## src/rtl/p_fxp_acc_pipe.sv

```systemverilog
// p_fxp_acc_pipe: pipelined multi-beat fixed-point accumulator. Each beat of IN
// lanes goes through a registered adder tree; successive tree sums are added into
// a wide accumulator until a beat flagged last, which produces one PREC-bit result.
// Latency: a last beat accepted at edge t is presented after edge t+STAGE+1.
// Backpressure: a held result (out_valid & ~out_ready) freezes the whole pipe and
// drops in_ready; beats are only taken while the output is free to advance.
//
// Ports:
//   clk, reset_          clock (rising edge) and asynchronous active-low reset
//   in_valid/in_ready    beat handshake; in_last marks the final beat of a vector
//   in                   IN lanes of PREC bits in the CONF fixed-point format
//   out_valid/out_ready  result handshake
//   out                  PREC-bit result (saturated or wrapped per SAT)
//   ovf                  overflow flag for the presented result

package p_fxp_acc_pipe_pkg;
  // Fixed-point format descriptor shared by input and output.
  typedef struct packed {
    logic       sign;  // 1: two's complement, 0: unsigned
    logic [7:0] frac;  // fractional bits (point position is carried through untouched)
    logic [7:0] prec;  // total data width
  } dconf_t;
endpackage

`ifndef DEF_DCONF_FXP
`define DEF_DCONF_FXP '{sign: 1'b1, frac: 8'd8, prec: 8'd16}
`endif

module p_fxp_acc_pipe
  import p_fxp_acc_pipe_pkg::*;
#(
  parameter int     IN    = 8,
  parameter dconf_t CONF  = `DEF_DCONF_FXP,
  parameter int     PREC  = int'(CONF.prec),
  parameter bit     SAT   = 1'b1,
  parameter int     GUARD = 8
) (
  input  logic                    clk,
  input  logic                    reset_,
  input  logic                    in_valid,
  output logic                    in_ready,
  input  logic                    in_last,
  input  logic [IN-1:0][PREC-1:0] in,
  output logic                    out_valid,
  input  logic                    out_ready,
  output logic [PREC-1:0]         out,
  output logic                    ovf
);

  localparam int STAGE = $clog2(IN);       // tree levels, one register each
  localparam int EIN   = 1 << STAGE;       // lanes after zero padding
  localparam int NODES = EIN - 1;          // total tree nodes over all levels
  localparam int TW    = PREC + STAGE;     // tree output width, never overflows
  localparam int AW    = TW + GUARD;       // accumulator width
  localparam bit SIGN  = CONF.sign;

  // Tree nodes are stored level after level in one flat array:
  // level k (1..STAGE) holds EIN>>k nodes starting at this index.
  function automatic int lvl_base(input int k);
    return EIN - (EIN >> (k - 1));
  endfunction

  // Sign- or zero-extend a lane to the tree width.
  function automatic logic [TW-1:0] ext_tw(input logic [PREC-1:0] x);
    return {{(TW - PREC){SIGN & x[PREC-1]}}, x};
  endfunction

  // ---------------------------------------------------------------------------
  // Global stall: a presented result that is not taken freezes everything.
  // ---------------------------------------------------------------------------
  logic stall;
  logic out_valid_q;

  assign stall    = out_valid_q & ~out_ready;
  assign in_ready = ~stall;

  // ---------------------------------------------------------------------------
  // Adder tree
  // ---------------------------------------------------------------------------
  logic [TW-1:0]    lane [EIN];
  logic [TW-1:0]    node_q [NODES];
  logic [TW-1:0]    node_d [NODES];
  logic [STAGE-1:0] vld_q, vld_d;
  logic [STAGE-1:0] last_q, last_d;

  // Lanes beyond IN are padding and contribute zero.
  always_comb begin
    for (int i = 0; i < EIN; i++) begin
      lane[i] = '0;
    end
    for (int i = 0; i < IN; i++) begin
      lane[i] = ext_tw(in[i]);
    end
  end

  // Every level is computed at the full tree width; the bits above PREC+k at
  // level k are pure extension bits, so the arithmetic is identical to a tree
  // that grows one bit per level.
  always_comb begin
    node_d = node_q;
    vld_d  = vld_q;
    last_d = last_q;
    if (!stall) begin
      for (int j = 0; j < EIN / 2; j++) begin
        node_d[j] = lane[2*j] + lane[2*j+1];
      end
      for (int k = 2; k <= STAGE; k++) begin
        for (int j = 0; j < (EIN >> k); j++) begin
          node_d[lvl_base(k) + j] = node_q[lvl_base(k-1) + 2*j]
                                  + node_q[lvl_base(k-1) + 2*j + 1];
        end
      end
      // The beat is accepted exactly when it is valid and we are not stalled,
      // so the first valid bit simply samples in_valid.
      vld_d[0]  = in_valid;
      last_d[0] = in_last;
      for (int k = 1; k < STAGE; k++) begin
        vld_d[k]  = vld_q[k-1];
        last_d[k] = last_q[k-1];
      end
    end
  end

  always_ff @(posedge clk or negedge reset_) begin
    if (!reset_) begin
      for (int i = 0; i < NODES; i++) begin
        node_q[i] <= '0;
      end
      vld_q  <= '0;
      last_q <= '0;
    end else begin
      node_q <= node_d;
      vld_q  <= vld_d;
      last_q <= last_d;
    end
  end

  logic [TW-1:0] tree_sum;
  logic          tree_vld;
  logic          tree_last;

  assign tree_sum  = node_q[NODES-1];
  assign tree_vld  = vld_q[STAGE-1];
  assign tree_last = last_q[STAGE-1];

  // ---------------------------------------------------------------------------
  // Accumulator
  // ---------------------------------------------------------------------------
  logic [AW-1:0] acc_q, acc_d;
  logic          first_q, first_d;    // next tree sum starts a new vector
  logic          sticky_q, sticky_d;  // accumulator clamped during this vector
  logic          done_q, done_d;      // acc_q holds a finished vector

  logic [AW:0]   base_x, tree_x, sum_x;
  logic [AW-1:0] acc_clamp;
  logic [AW-1:0] acc_sum;
  logic          acc_ovf;
  logic          sticky_sum;

  // One extra bit of headroom catches overflow: for two's complement the top
  // two bits of the sum disagree, for unsigned the carry out is set.
  always_comb begin
    base_x = first_q ? '0 : {SIGN & acc_q[AW-1], acc_q};
    tree_x = {{(AW + 1 - TW){SIGN & tree_sum[TW-1]}}, tree_sum};
    sum_x  = base_x + tree_x;
    if (SIGN) begin
      acc_ovf   = sum_x[AW] ^ sum_x[AW-1];
      acc_clamp = sum_x[AW] ? {1'b1, {(AW-1){1'b0}}} : {1'b0, {(AW-1){1'b1}}};
    end else begin
      acc_ovf   = sum_x[AW];
      acc_clamp = '1;
    end
    acc_sum    = acc_ovf ? acc_clamp : sum_x[AW-1:0];
    sticky_sum = (~first_q & sticky_q) | acc_ovf;
  end

  // Bubbles (tree_vld low) leave the accumulator untouched.
  always_comb begin
    acc_d    = acc_q;
    first_d  = first_q;
    sticky_d = sticky_q;
    done_d   = done_q;
    if (!stall) begin
      done_d = tree_vld & tree_last;
      if (tree_vld) begin
        acc_d    = acc_sum;
        first_d  = tree_last;
        sticky_d = sticky_sum;
      end
    end
  end

  always_ff @(posedge clk or negedge reset_) begin
    if (!reset_) begin
      acc_q    <= '0;
      first_q  <= 1'b1;
      sticky_q <= 1'b0;
      done_q   <= 1'b0;
    end else begin
      acc_q    <= acc_d;
      first_q  <= first_d;
      sticky_q <= sticky_d;
      done_q   <= done_d;
    end
  end

  // ---------------------------------------------------------------------------
  // Output conversion and result register
  // ---------------------------------------------------------------------------
  logic [AW-PREC:0]   hi_s;   // bits that must all equal the sign bit
  logic [AW-PREC-1:0] hi_u;   // bits that must all be zero
  logic [PREC-1:0]    sat_val;
  logic [PREC-1:0]    conv_val;
  logic               oor;

  // Out-of-range is the same test for both modes: saturation clamps on it,
  // wrapping keeps the low bits and only flags it.
  always_comb begin
    hi_s = acc_q[AW-1:PREC-1];
    hi_u = acc_q[AW-1:PREC];
    if (SIGN) begin
      oor     = ~((&hi_s) | ~(|hi_s));
      sat_val = acc_q[AW-1] ? {1'b1, {(PREC-1){1'b0}}} : {1'b0, {(PREC-1){1'b1}}};
    end else begin
      oor     = |hi_u;
      sat_val = '1;
    end
    conv_val = (SAT && oor) ? sat_val : acc_q[PREC-1:0];
  end

  logic            out_valid_d;
  logic [PREC-1:0] out_q, out_d;
  logic            ovf_q, ovf_d;

  // When not stalled the register either reloads with a new result (so a
  // handshake and a new result in the same cycle leave no bubble) or drops
  // valid. Data is left as is when valid drops.
  always_comb begin
    out_valid_d = out_valid_q;
    out_d       = out_q;
    ovf_d       = ovf_q;
    if (!stall) begin
      out_valid_d = done_q;
      if (done_q) begin
        out_d = conv_val;
        ovf_d = oor | sticky_q;
      end
    end
  end

  always_ff @(posedge clk or negedge reset_) begin
    if (!reset_) begin
      out_valid_q <= 1'b0;
      out_q       <= '0;
      ovf_q       <= 1'b0;
    end else begin
      out_valid_q <= out_valid_d;
      out_q       <= out_d;
      ovf_q       <= ovf_d;
    end
  end

  assign out_valid = out_valid_q;
  assign out       = out_q;
  assign ovf       = ovf_q;

endmodule

```

## config.mk

```make
export PLATFORM = sky130hd
export DESIGN_NAME = p_fxp_acc_pipe
export DESIGN_NICKNAME = d
export VERILOG_FILES = /design/src/rtl/p_fxp_acc_pipe.sv
export SDC_FILE = /design/constraint.sdc
export NUM_CORES = 1
export LEC_CHECK = 0
export CORE_ASPECT_RATIO = 0.8
export CORE_MARGIN = 8
export CORE_UTILIZATION = 30
export DETAILED_ROUTE_END_ITERATION = 10
export DONT_BUFFER_PORTS = 1
export GPL_ROUTABILITY_DRIVEN = 0
export PLACE_DENSITY_LB_ADDON = 0.3
export SLEW_MARGIN = 20
export SYNTH_ARGS = -nofsm -noshare
export SYNTH_HDL_FRONTEND = slang
export SYNTH_SLANG_ARGS = --single-unit
```

## constraint.sdc

```tcl
create_clock -name clk -period 5.1 [get_ports clk]
set_input_delay 1.02 -clock clk [delete_from_list [all_inputs] [get_ports clk]]
set_output_delay 1.02 -clock clk [all_outputs]
set_load 0.005 [all_outputs]
```

==> metrics, run 1 <==
status finished clean; Worst Skew 0.02048 ns; Peak Freq 248.8 MHz; Power Density 723.8 mW/mm^2; CP startpoint kind flop; Final setup viols 0; P_leak 6.413 nW; Initial Util 30.22%; core area 0.04412 sq mm; # port buffers 0; largest net degree at the start of global routing 180; GRT Total Usage 13.19%; CTS buffer count 17; Routed wire per std cell 15.74 um; clk root buf clkbuf_16; Worst EP required 5.39 ns; Worst Setup SP first_q; total negative setup slack 0 ns; synth warn 0; hold_buf cts 0; Worst R2R Setup Slack 1.08 ns; ANT nets after route 0; fin crit share 78.82%; CTS resizes 0; DRC 0; Post-DP HPWL 25720 um; Post-Syn Area 0.01333 sq mm; sequential share of the synthesized area 33.61%; fin crit period 4.020 ns; Clk pin slew, worst setup/hold paths 0.07 ns; first-pass GRT wire length 56000 um; Final WS setup 1.080 ns; Post-CTS Setup Inserts 0; most common cell in the synthesized netlist nand2_1; Cells after Synth 1547; number of synthesized flops with an enable pin 0; Most used DFF post-synth dfrtp_1; Filler cells 4646; Internal Power 5.520 mW; Util after Layout 32.97%; switching power 5.006 mW; Worst Hold Class in2async; Least-Margin Pin Slew 1.028 ns; Area Overhead vs Synth 9.104%; diode count 0; vias in the first global route 10790; post-synth net total 1831; H-tree levels 4; nets 1804; post-synth top area cell dfrtp_1; First-pass DRT Iterations 6; Hold WS 0.2891 ns; Die Footprint 0.05148 sq mm; Yosys cell types 85; Clock Path Buffers 2; via count 10790; TritonCTS clock tree yes; multi-input combinational cell area 0.008527 sq mm; Die Ht 204.5 um; Worst R2R Start first_q; register share of total power 25.8%; Die W 251.7 um; initial DRC count 646; area share of the largest cell type after synthesis 33.41%; # rows 69; Synth Register Bits 179; CP Capture Type flop; Reg area 0.004481 sq mm; drt total wl 33620 um; Synth top cells by count nand2_1, dfrtp_1, a21oi_1; I/O pin cnt 152; grt total ovfl 0; routed vias/inst 5.053; clock share of power 13.4%; Data arrival, critical path 4.31 ns; critical path fanouts, max 29; Max-Cap Viols 0; layout cells sized above 1 5.284%; Comb power frac 60.8%; Post-synth ARST share 100.0%; unrepaired setup endpoints after global routing no; critical path class reg2reg; clock sink count 179; pre-CTS setup slack 1.123 ns; Final Max Tran Viols 0; Net Sw Frac 47.56%; worst vdd ir 0.2918 mV; Final Hold Vio Count 0; synth top area cells dfrtp_1, ha_1, nand2_1; Clk Latency, worst-skew pair 0.46 ns; mean post-synth cell area 8.617 sq um; initial antenna violation count 0; Slew headroom 31.27%
## power groups by stage
stage / logic [mW] / registers, mW / clock network [mW]
2_1_floorplan: 5.21 / 2.45 / 0
3_3_place_gp: 6.26 / 2.76 / 0
3_5_place_dp: 6.36 / 2.77 / 0
4_1_cts: 6.40 / 2.74 / 1.45
5_1_grt: 7.25 / 2.81 / 1.51
6_report: 6.40 / 2.72 / 1.41
## routing by layer
layer / vias up / track usage (%) / routed length, um
li1: 5509 / - / -
met1: 5066 / 17.94 / 16540
met2: 192 / 21.06 / 15170
met3: 26 / 3.030 / 1439
met4: 0 / 3.197 / 475
met5: - / 0 / 0
## cell type report
| type | instances | share of cell area, % |
|---|---|---|
| multi-input cells | 1285 | 58.63 |
| flip-flops and latches | 179 | 30.81 |
| well taps | 603 | 5.188 |
| clock buffers | 18 | 3.020 |
| clock inverters | 14 | 1.256 |
| inverters | 32 | 0.8431 |
| repair buffers | 5 | 0.2581 |
## cells in the final DEF, fill, tap and decap left out, types with 9 or more instances in the layout
cell type / synthesis / routed
a21o_1: 39 / 39
and2_1: 11 / 11
nand2b_1: 17 / 17
nor3_1: 30 / 30
o21a_1: 16 / 16
a211oi_1: 20 / 20
nor2_1: 147 / 147
o21ai_0: 119 / 119
or3_1: 10 / 10
xnor2_1: 53 / 53
nand3_1: 25 / 25
nand4_1: 10 / 10
inv_1: 32 / 31
a21oi_1: 157 / 157
a31oi_1: 13 / 13
o31ai_1: 10 / 9
o21bai_1: 15 / 15
ha_1: 143 / 143
o21ai_2: 9 / 9
clkbuf_16: 0 / 17
xor2_1: 51 / 51
dfrtp_1: 178 / 178
nand2_1: 216 / 216
nor2b_1: 34 / 33
## state kept, by name, indices dropped and copies added (netlist names)
register   flops
sticky_q       1
node_q       106
acc_q         27
vld_q          3
out           16
first_q        1
tree_sum      19
done_q         1
out_valid      1
last_q         3
ovf            1
## cells by family after synthesis
group                      Yosys count  synth area share [%]
and+or+nand+nor                    544                 18.90
AOI/OAI and AO/OA                  478                 22.84
DFF                                179                 33.61
adders and majority gates          154                 14.88
xor gates and xnor gates           104                 6.833
buffers and inverters               83                 2.515
muxes                                5                0.4223
## worst max-delay path: stages (launching register included)
cell and delay, ns:
dfstp_2 0.94, nor2b_1 0.12, ha_1 0.25, fa_1 0.42, a21o_1 0.19, nand4_1 0.16
a31oi_2 0.17, nand4_2 0.16, a2111oi_4 0.09, nor3_2 0.37, nor2_2 0.14, o21ai_4 0.64
o21ai_0 0.20
## through the flow
step | cell area [sq um] | cells | power [mW]
3_5_place_dp | 13920 | 2104 | 9.126
3_3_place_gp | 13920 | 2104 | 9.021
5_1_grt | 14540 | 2136 | 11.57
2_1_floorplan | 13330 | 1547 | 7.657
4_1_cts | 14540 | 2136 | 10.59
6_report | 14540 | 2136 | 10.53
## path summary, 6_finish.rpt
check / to / depth (start not counted)
max: acc_q[2] / 12
min: out_valid / 0
max reg2reg: acc_q[2] / 12
min reg2reg: last_q[0] / 2
max in group asynchronous: node_q[131] / 0
min in group clk: last_q[0] / 2
Note: power is estimated with default switching activity, not from simulation.
==> inputs of run 2 (changes only) <==
clock period = 3.95 ns   (was 5.1 ns; I/O delays follow)
==> run 2 against run 1 <==
  * Core utilization up 0.16 points
  * Setup slack lost 0.68 ns
  * Sequential share of layout area shrank 0.15 points
  * Combinational power grew 31%
  * Clock power rose by 26%
  * Register-to-register slack got worse by 0.68 ns
==> metrics, run 2 (synthesized netlist as in run 1, its figures left out) <==
Top cell by count, worst path a21oi_1; Slew headroom 36.71% (+5.4 points); Worst Skew 0.01197 ns (-0.008505 ns); Die W 251.7 um (unchanged); TritonCTS clock tree yes; Post-DP HPWL 25640 um (-0.30%); commonest cells after routing, fill and taps aside nand2_1, dfrtp_1, a21oi_1, nor2_1, ha_1; CP startpoint kind flop; CP peak stage delay 0.69 ns (-0.25 ns); initial antenna violation count 0 (unchanged); Util after Layout 33.13% (+0.16 points); Area Overhead vs Synth 9.630%; core area 0.04412 sq mm (unchanged); clock share of power 13.1% (-0.3 points); R2R depth 12 (unchanged); CP Capture Type flop; Comb power frac 61.5% (+0.7 points); Die Ht 204.5 um (unchanged); largest net degree at the start of global routing 180 (unchanged); Final setup viols 0 (unchanged); Internal Power 7.159 mW (+30%); crit path to acc_q[0]; DRC 0 (unchanged); diode count 0 (unchanged); Clock Path Buffers 2 (unchanged); switching power 6.476 mW (+29%); Worst Setup SP first_q; Die Footprint 0.05148 sq mm (unchanged); clk root buf clkbuf_16; Worst R2R Start first_q; first-pass GRT wire length 55260 um (-1.3%); worst vdd ir 0.3875 mV (+33%); total negative setup slack 0 ns (unchanged); pre-CTS setup slack 0.3620 ns (-0.7606 ns); Routed wire per std cell 15.67 um (-0.47%); fin crit period 3.547 ns (-0.4726 ns); register share of total power 25.5% (-0.3 points); Initial Util 30.22% (unchanged); Post-CTS Setup Inserts 0 (unchanged); Critical Path, Cell by Cell buf_12 > nor2_1 > ha_1 > a21oi_1 > o21ai_1 > a221o_1 > a21oi_1 > inv_1 > nor3_2 > nor2_2 > maj3_2 > mux2_2; unrepaired setup endpoints after global routing no; critical path fanouts, max 19 (-34%); # port buffers 0 (unchanged); layout cells sized above 1 5.653% (+0.37 points); Reg with most FFs node_q; Final Max Tran Viols 0 (unchanged); most common cell after layout, fill and taps aside nand2_1; critical path class reg2reg; clock sink count 179 (unchanged); status finished clean; power consumption 13.64 mW (+30%); # rows 69 (unchanged); Clk pin slew, worst setup/hold paths 0.07 ns (about the same); Worst Hold Class in2async; Worst EP required 4.28 ns (-1.11 ns); Data arrival, critical path 3.88 ns (-0.43 ns); Final Hold Vio Count 0 (unchanged); fin crit share 89.80% (+11 points); Hold WS 0.05366 ns (-0.2355 ns); Clk Latency, worst-skew pair 0.45 ns (about the same); hold_buf cts 0 (unchanged); routed vias/inst 5.035 (-0.34%); slowest library cell on the worst path dfstp_2; Peak Freq 281.9 MHz (+13%); GRT Total Usage 13.01% (-0.19 points); Least-Margin Pin Slew 0.9459 ns (-0.08260 ns); Largest register FFs 106 (unchanged); grt total ovfl 0 (unchanged); Power Density 933.0 mW/mm^2 (+29%); Worst R2R Setup Slack 0.40 ns (-0.68 ns); initial DRC count 734 (+14%); CTS resizes 0 (unchanged); I/O pin cnt 152 (unchanged); First-pass DRT Iterations 5 (-1); via count 10790 (-0.065%); Final WS setup 0.4027 ns (-0.6774 ns); ANT nets after route 0 (unchanged); vias in the first global route 10570 (-2.1%); Crit Reg-Reg Endpoint acc_q[0]; H-tree levels 4 (unchanged); CTS buffer count 17 (unchanged); nets 1810 (+0.33%); Max-Cap Viols 0 (unchanged); Net Sw Frac 47.49% (-0.063 points); P_leak 6.450 nW (+0.57%); drt total wl 33560 um (-0.19%)
run 2: power by group through the flow:
stage	logic [mW]	registers (mW)	clock network, mW
floorplan	6.72	3.16	0
global placement	8.22	3.53	0
detailed placement	8.37	3.54	0
CTS	8.41	3.50	1.84
global route	9.48	3.59	1.90
finish	8.38	3.47	1.78
run 2: worst min-delay path by stage:
stage	slack [ns]	startpoint	to
after global placement	0.46	vld_q[0]	vld_q[0]
after CTS	0.03	reset_	out_valid
after detailed placement	0.46	last_q[0]	last_q[0]
after global routing	0.03	reset_	out_valid
after floorplan	0.44	last_q[0]	last_q[0]
final	0.05	reset_	out_valid
run 2: worst max-delay path: cells and delay by family (launching register included):
kind,cells,cell delay (ns)
multiplexers,1,0.26
buffers and inverters,2,0.28
adder cells (fa/ha/maj),2,0.71
flip-flops,1,0.69
AND/OR/NAND/NOR,3,0.50
AO/OA/AOI/OAI,4,0.99
run 2: layout make-up:
class                           instances  area (sq um)
Timing Repair Buffer                   11         120.1
Fill cell                            4605         29500
Tap cell                              603         754.5
Inverter                               32         122.6
Clock inverter                         15         183.9
Multi-Input combinational cell       1285          8527
Sequential cell                       179          4481
Clock buffer                           17         425.4
run 2: per-stage QoR:
stage / area [sq um] / std cells
floorplan: 13330 / 1547
global placement: 14000 / 2110
detailed placement: 14000 / 2110
CTS: 14610 / 2142
global route: 14610 / 2142
finish: 14610 / 2142
run 2: per-layer routing:
| metal | track usage [%] | share of wire, % | vias up |
|---|---|---|---|
| met1 | 18.10 | 50 | 5047 |
| met3 | 2.460 | 3.9 | 25 |
| met2 | 20.60 | 45 | 186 |
| met4 | 3.280 | 1.4 | 0 |
| li1 | - | - | 5528 |
| met5 | 0 | 0 | - |
==> inputs of run 3 (changes only) <==
ABC_AREA = 1   (was not set)
==> run 3 against run 2 <==
  * Global-route usage increased by 0.93 points
  * Clock power decreased by 6%
  * Worst hold slack got worse by 0.0074 ns
  * Critical path depth unchanged
  * Final area increased by 5.3%
  * Clock-buffer cell count increased by 2
  * First-iteration DRC count increased by 31%
  * Critical path type unchanged
==> metrics, run 3 <==
status finished clean; drt total wl 38550 um (+15%); clk root buf clkbuf_16; CP startpoint kind flop; worst vdd ir 0.3606 mV (-6.9%); Reg area 0.004481 sq mm (unchanged); CTS resizes 0 (unchanged); Post-Syn Area 0.01417 sq mm (+6.3%); hold_buf cts 0 (unchanged); Area Overhead vs Synth 8.575%; CTS buffer count 17 (unchanged); area share of the largest cell type after synthesis 31.44% (-2.0 points); critical path fanouts, max 28 (+9); initial antenna violation count 0 (unchanged); critical path class reg2reg; clock share of power 11.5% (-1.6 points); sequential share of the synthesized area 31.62% (-2.0 points); first-pass GRT wire length 62890 um (+14%); layout cells sized above 1 4.897% (-0.76 points); Clk pin slew, worst setup/hold paths 0.09 ns (+0.02 ns); DP Cell Count 2569 (+22%); grt total ovfl 0 (unchanged); Die Footprint 0.05448 sq mm (+5.8%); TritonCTS clock tree yes; ANT nets after route 0 (unchanged); switching power 7.536 mW (+16%); I/O pin cnt 152 (unchanged); CP peak stage delay 0.89 ns (+0.20 ns); Clk Latency, worst-skew pair 0.46 ns (about the same); slowest library cell on the worst path dfstp_2; Largest register FFs 106 (unchanged); largest net degree at the start of global routing 180 (unchanged); number of synthesized flops with an enable pin 0 (unchanged); R2R depth 12 (unchanged); initial DRC count 963 (+31%); Post-CTS Setup Inserts 0 (unchanged); Initial Util 30.26% (+0.048 points); Routed wire per std cell 14.82 um (-5.4%); Slew headroom 55.03% (+18 points); routed vias/inst 4.899 (-2.7%); nets 2252 (+24%); vias in the first global route 12210 (+16%); GRT Total Usage 13.94% (+0.93 points); Synth top cells by count nand2_1, nor2_1, dfrtp_1; most common cell in the synthesized netlist nand2_1; Final Hold Vio Count 0 (unchanged); register share of total power 23.9% (-1.6 points); # rows 71 (+2.9%); Reg with most FFs node_q; post-synth net total 2269 (+24%); Yosys cell types 44 (-48%); Cells after Synth 1985 (+28%); Least-Margin Pin Slew 0.6746 ns (-0.2713 ns); power consumption 14.48 mW (+6.2%); multi-input combinational cell area 0.008851 sq mm (+3.8%); First-pass DRT Iterations 7 (+2); Worst Skew 0.01943 ns (+0.007463 ns); Worst Hold Class in2async; Post-DP HPWL 30200 um (+18%); H-tree levels 4 (unchanged); Data arrival, critical path 3.50 ns (-0.38 ns); Comb power frac 64.6% (+3.1 points); Synth Register Bits 179 (unchanged); fin crit share 80.21% (-9.6 points); final non-filler cell total 2601 (+21%); CP Capture Type flop; Worst EP required 4.28 ns (about the same); Die W 259.0 um (+2.9%); Net Sw Frac 52.05% (+4.6 points); diode count 0 (unchanged); Post-synth ARST share 100.0% (unchanged); synth warn 0 (unchanged); Most used DFF post-synth dfrtp_1; fin crit period 3.168 ns (-0.3791 ns); Die Ht 210.4 um (+2.9%); total negative setup slack 0 ns (unchanged); Max-Cap Viols 0 (unchanged); mean post-synth cell area 7.138 sq um (-17%); DRC 0 (unchanged); most common cell after layout, fill and taps aside nand2_1; Critical Path, Cell by Cell nor2_1 > ha_1 > fa_1 > nand3_1 > nand3_2 > nand2_1 > nand3_1 > nand2_1 > nand2_2 > a21oi_4 > buf_4 > a21oi_1; Hold WS 0.04625 ns (-0.007414 ns); Filler cells 5025 (+9.1%); Power Density 941.2 mW/mm^2 (+0.88%); Final setup viols 0 (unchanged); Clock Path Buffers 2 (unchanged); Peak Freq 315.6 MHz (+12%); P_leak 7.568 nW (+17%); core area 0.04682 sq mm (+6.1%); post-synth top area cell dfrtp_1; via count 12740 (+18%); Internal Power 6.943 mW (-3.0%); synth top area cells dfrtp_1, nand2_1, ha_1; clock sink count 179 (unchanged); unrepaired setup endpoints after global routing no; commonest cells after routing, fill and taps aside nand2_1, nor2_1, dfrtp_1, inv_1, ha_1; # port buffers 0 (unchanged); Final Max Tran Viols 0 (unchanged)
==> run 3: cell count changes in the layout (fill, tap and decap cells not counted), sizes merged, moves of 16 or more <==
cell | before | now
nand3 | 25 | 112
inv | 40 | 180
nor2b | 34 | 0
a21o | 39 | 16
nor2 | 148 | 213
nand2b | 17 | 0
nand2 | 216 | 602
o21a | 17 | 1
or2 | 1 | 18
==> run 3: logic make-up after synthesis <==
logic type | share of synthesized area (%)
simple gates | 29.25
compound gates | 14.46
buf+inv | 6.023
flops | 31.62
fa+ha+maj | 13.76
xor+xnor | 4.883
==> run 3: worst paths after layout <==
path	slack [ns]	startpoint	endpoint
max	0.78	first_q	acc_q[22]
min	0.05	reset_	out[3]
max reg2reg	0.78	first_q	acc_q[22]
min reg2reg	0.48	vld_q[1]	vld_q[2]
max in group asynchronous	3.48	reset_	first_q
min in group clk	0.47	in_valid	vld_q[0]
==> run 3: power by group through the flow <==
stage / Sequential, mW / Clock [mW] / Combinational, mW
5_1_grt: 3.59 / 1.80 / 10.6
4_1_cts: 3.48 / 1.72 / 9.30
2_1_floorplan: 3.16 / 0 / 7.38
3_5_place_dp: 3.51 / 0 / 9.25
6_report: 3.46 / 1.67 / 9.35
3_3_place_gp: 3.48 / 0 / 9.16
==> run 3: area by class of cell <==
cell class / count / share of cell area (%)
multi-input cells: 1589 / 57.54
well taps: 620 / 5.043
clock buffers: 19 / 2.879
inverters: 176 / 4.303
repair buffers: 5 / 0.3253
flip-flops and latches: 179 / 29.13
clock inverters: 13 / 0.7889
==> run 3: critical path: cells and delay by family (launching register included) <==
kind                     cells  cell delay (ns)
adder cells (fa/ha/maj)      2             0.72
AND/OR/NAND/NOR              7             0.78
AO/OA/AOI/OAI                2             0.26
flip-flops                   1             0.89
buffers and inverters        1             0.35
==> run 3: per-stage QoR <==
stage	cell area (sq um)	setup WS [ns]	util, %
finish	15380	0.7819	32.86
global route	15380	0.5767	32.86
CTS	15370	0.8180	32.84
detailed placement	14810	0.8373	31.64
global placement	14810	0.9317	31.64
floorplan	14170	1.067	-
==> run 3: routing by layer <==
metal  share of wire, %  vias to the layer above  global-route usage [%]
li1                   -                     6525                       -
met2                 42                      271                   21.05
met3                5.9                       35                   3.406
met4                1.5                        0                   3.293
met5                  0                        -                       0
met1                 50                     5910                   19.81
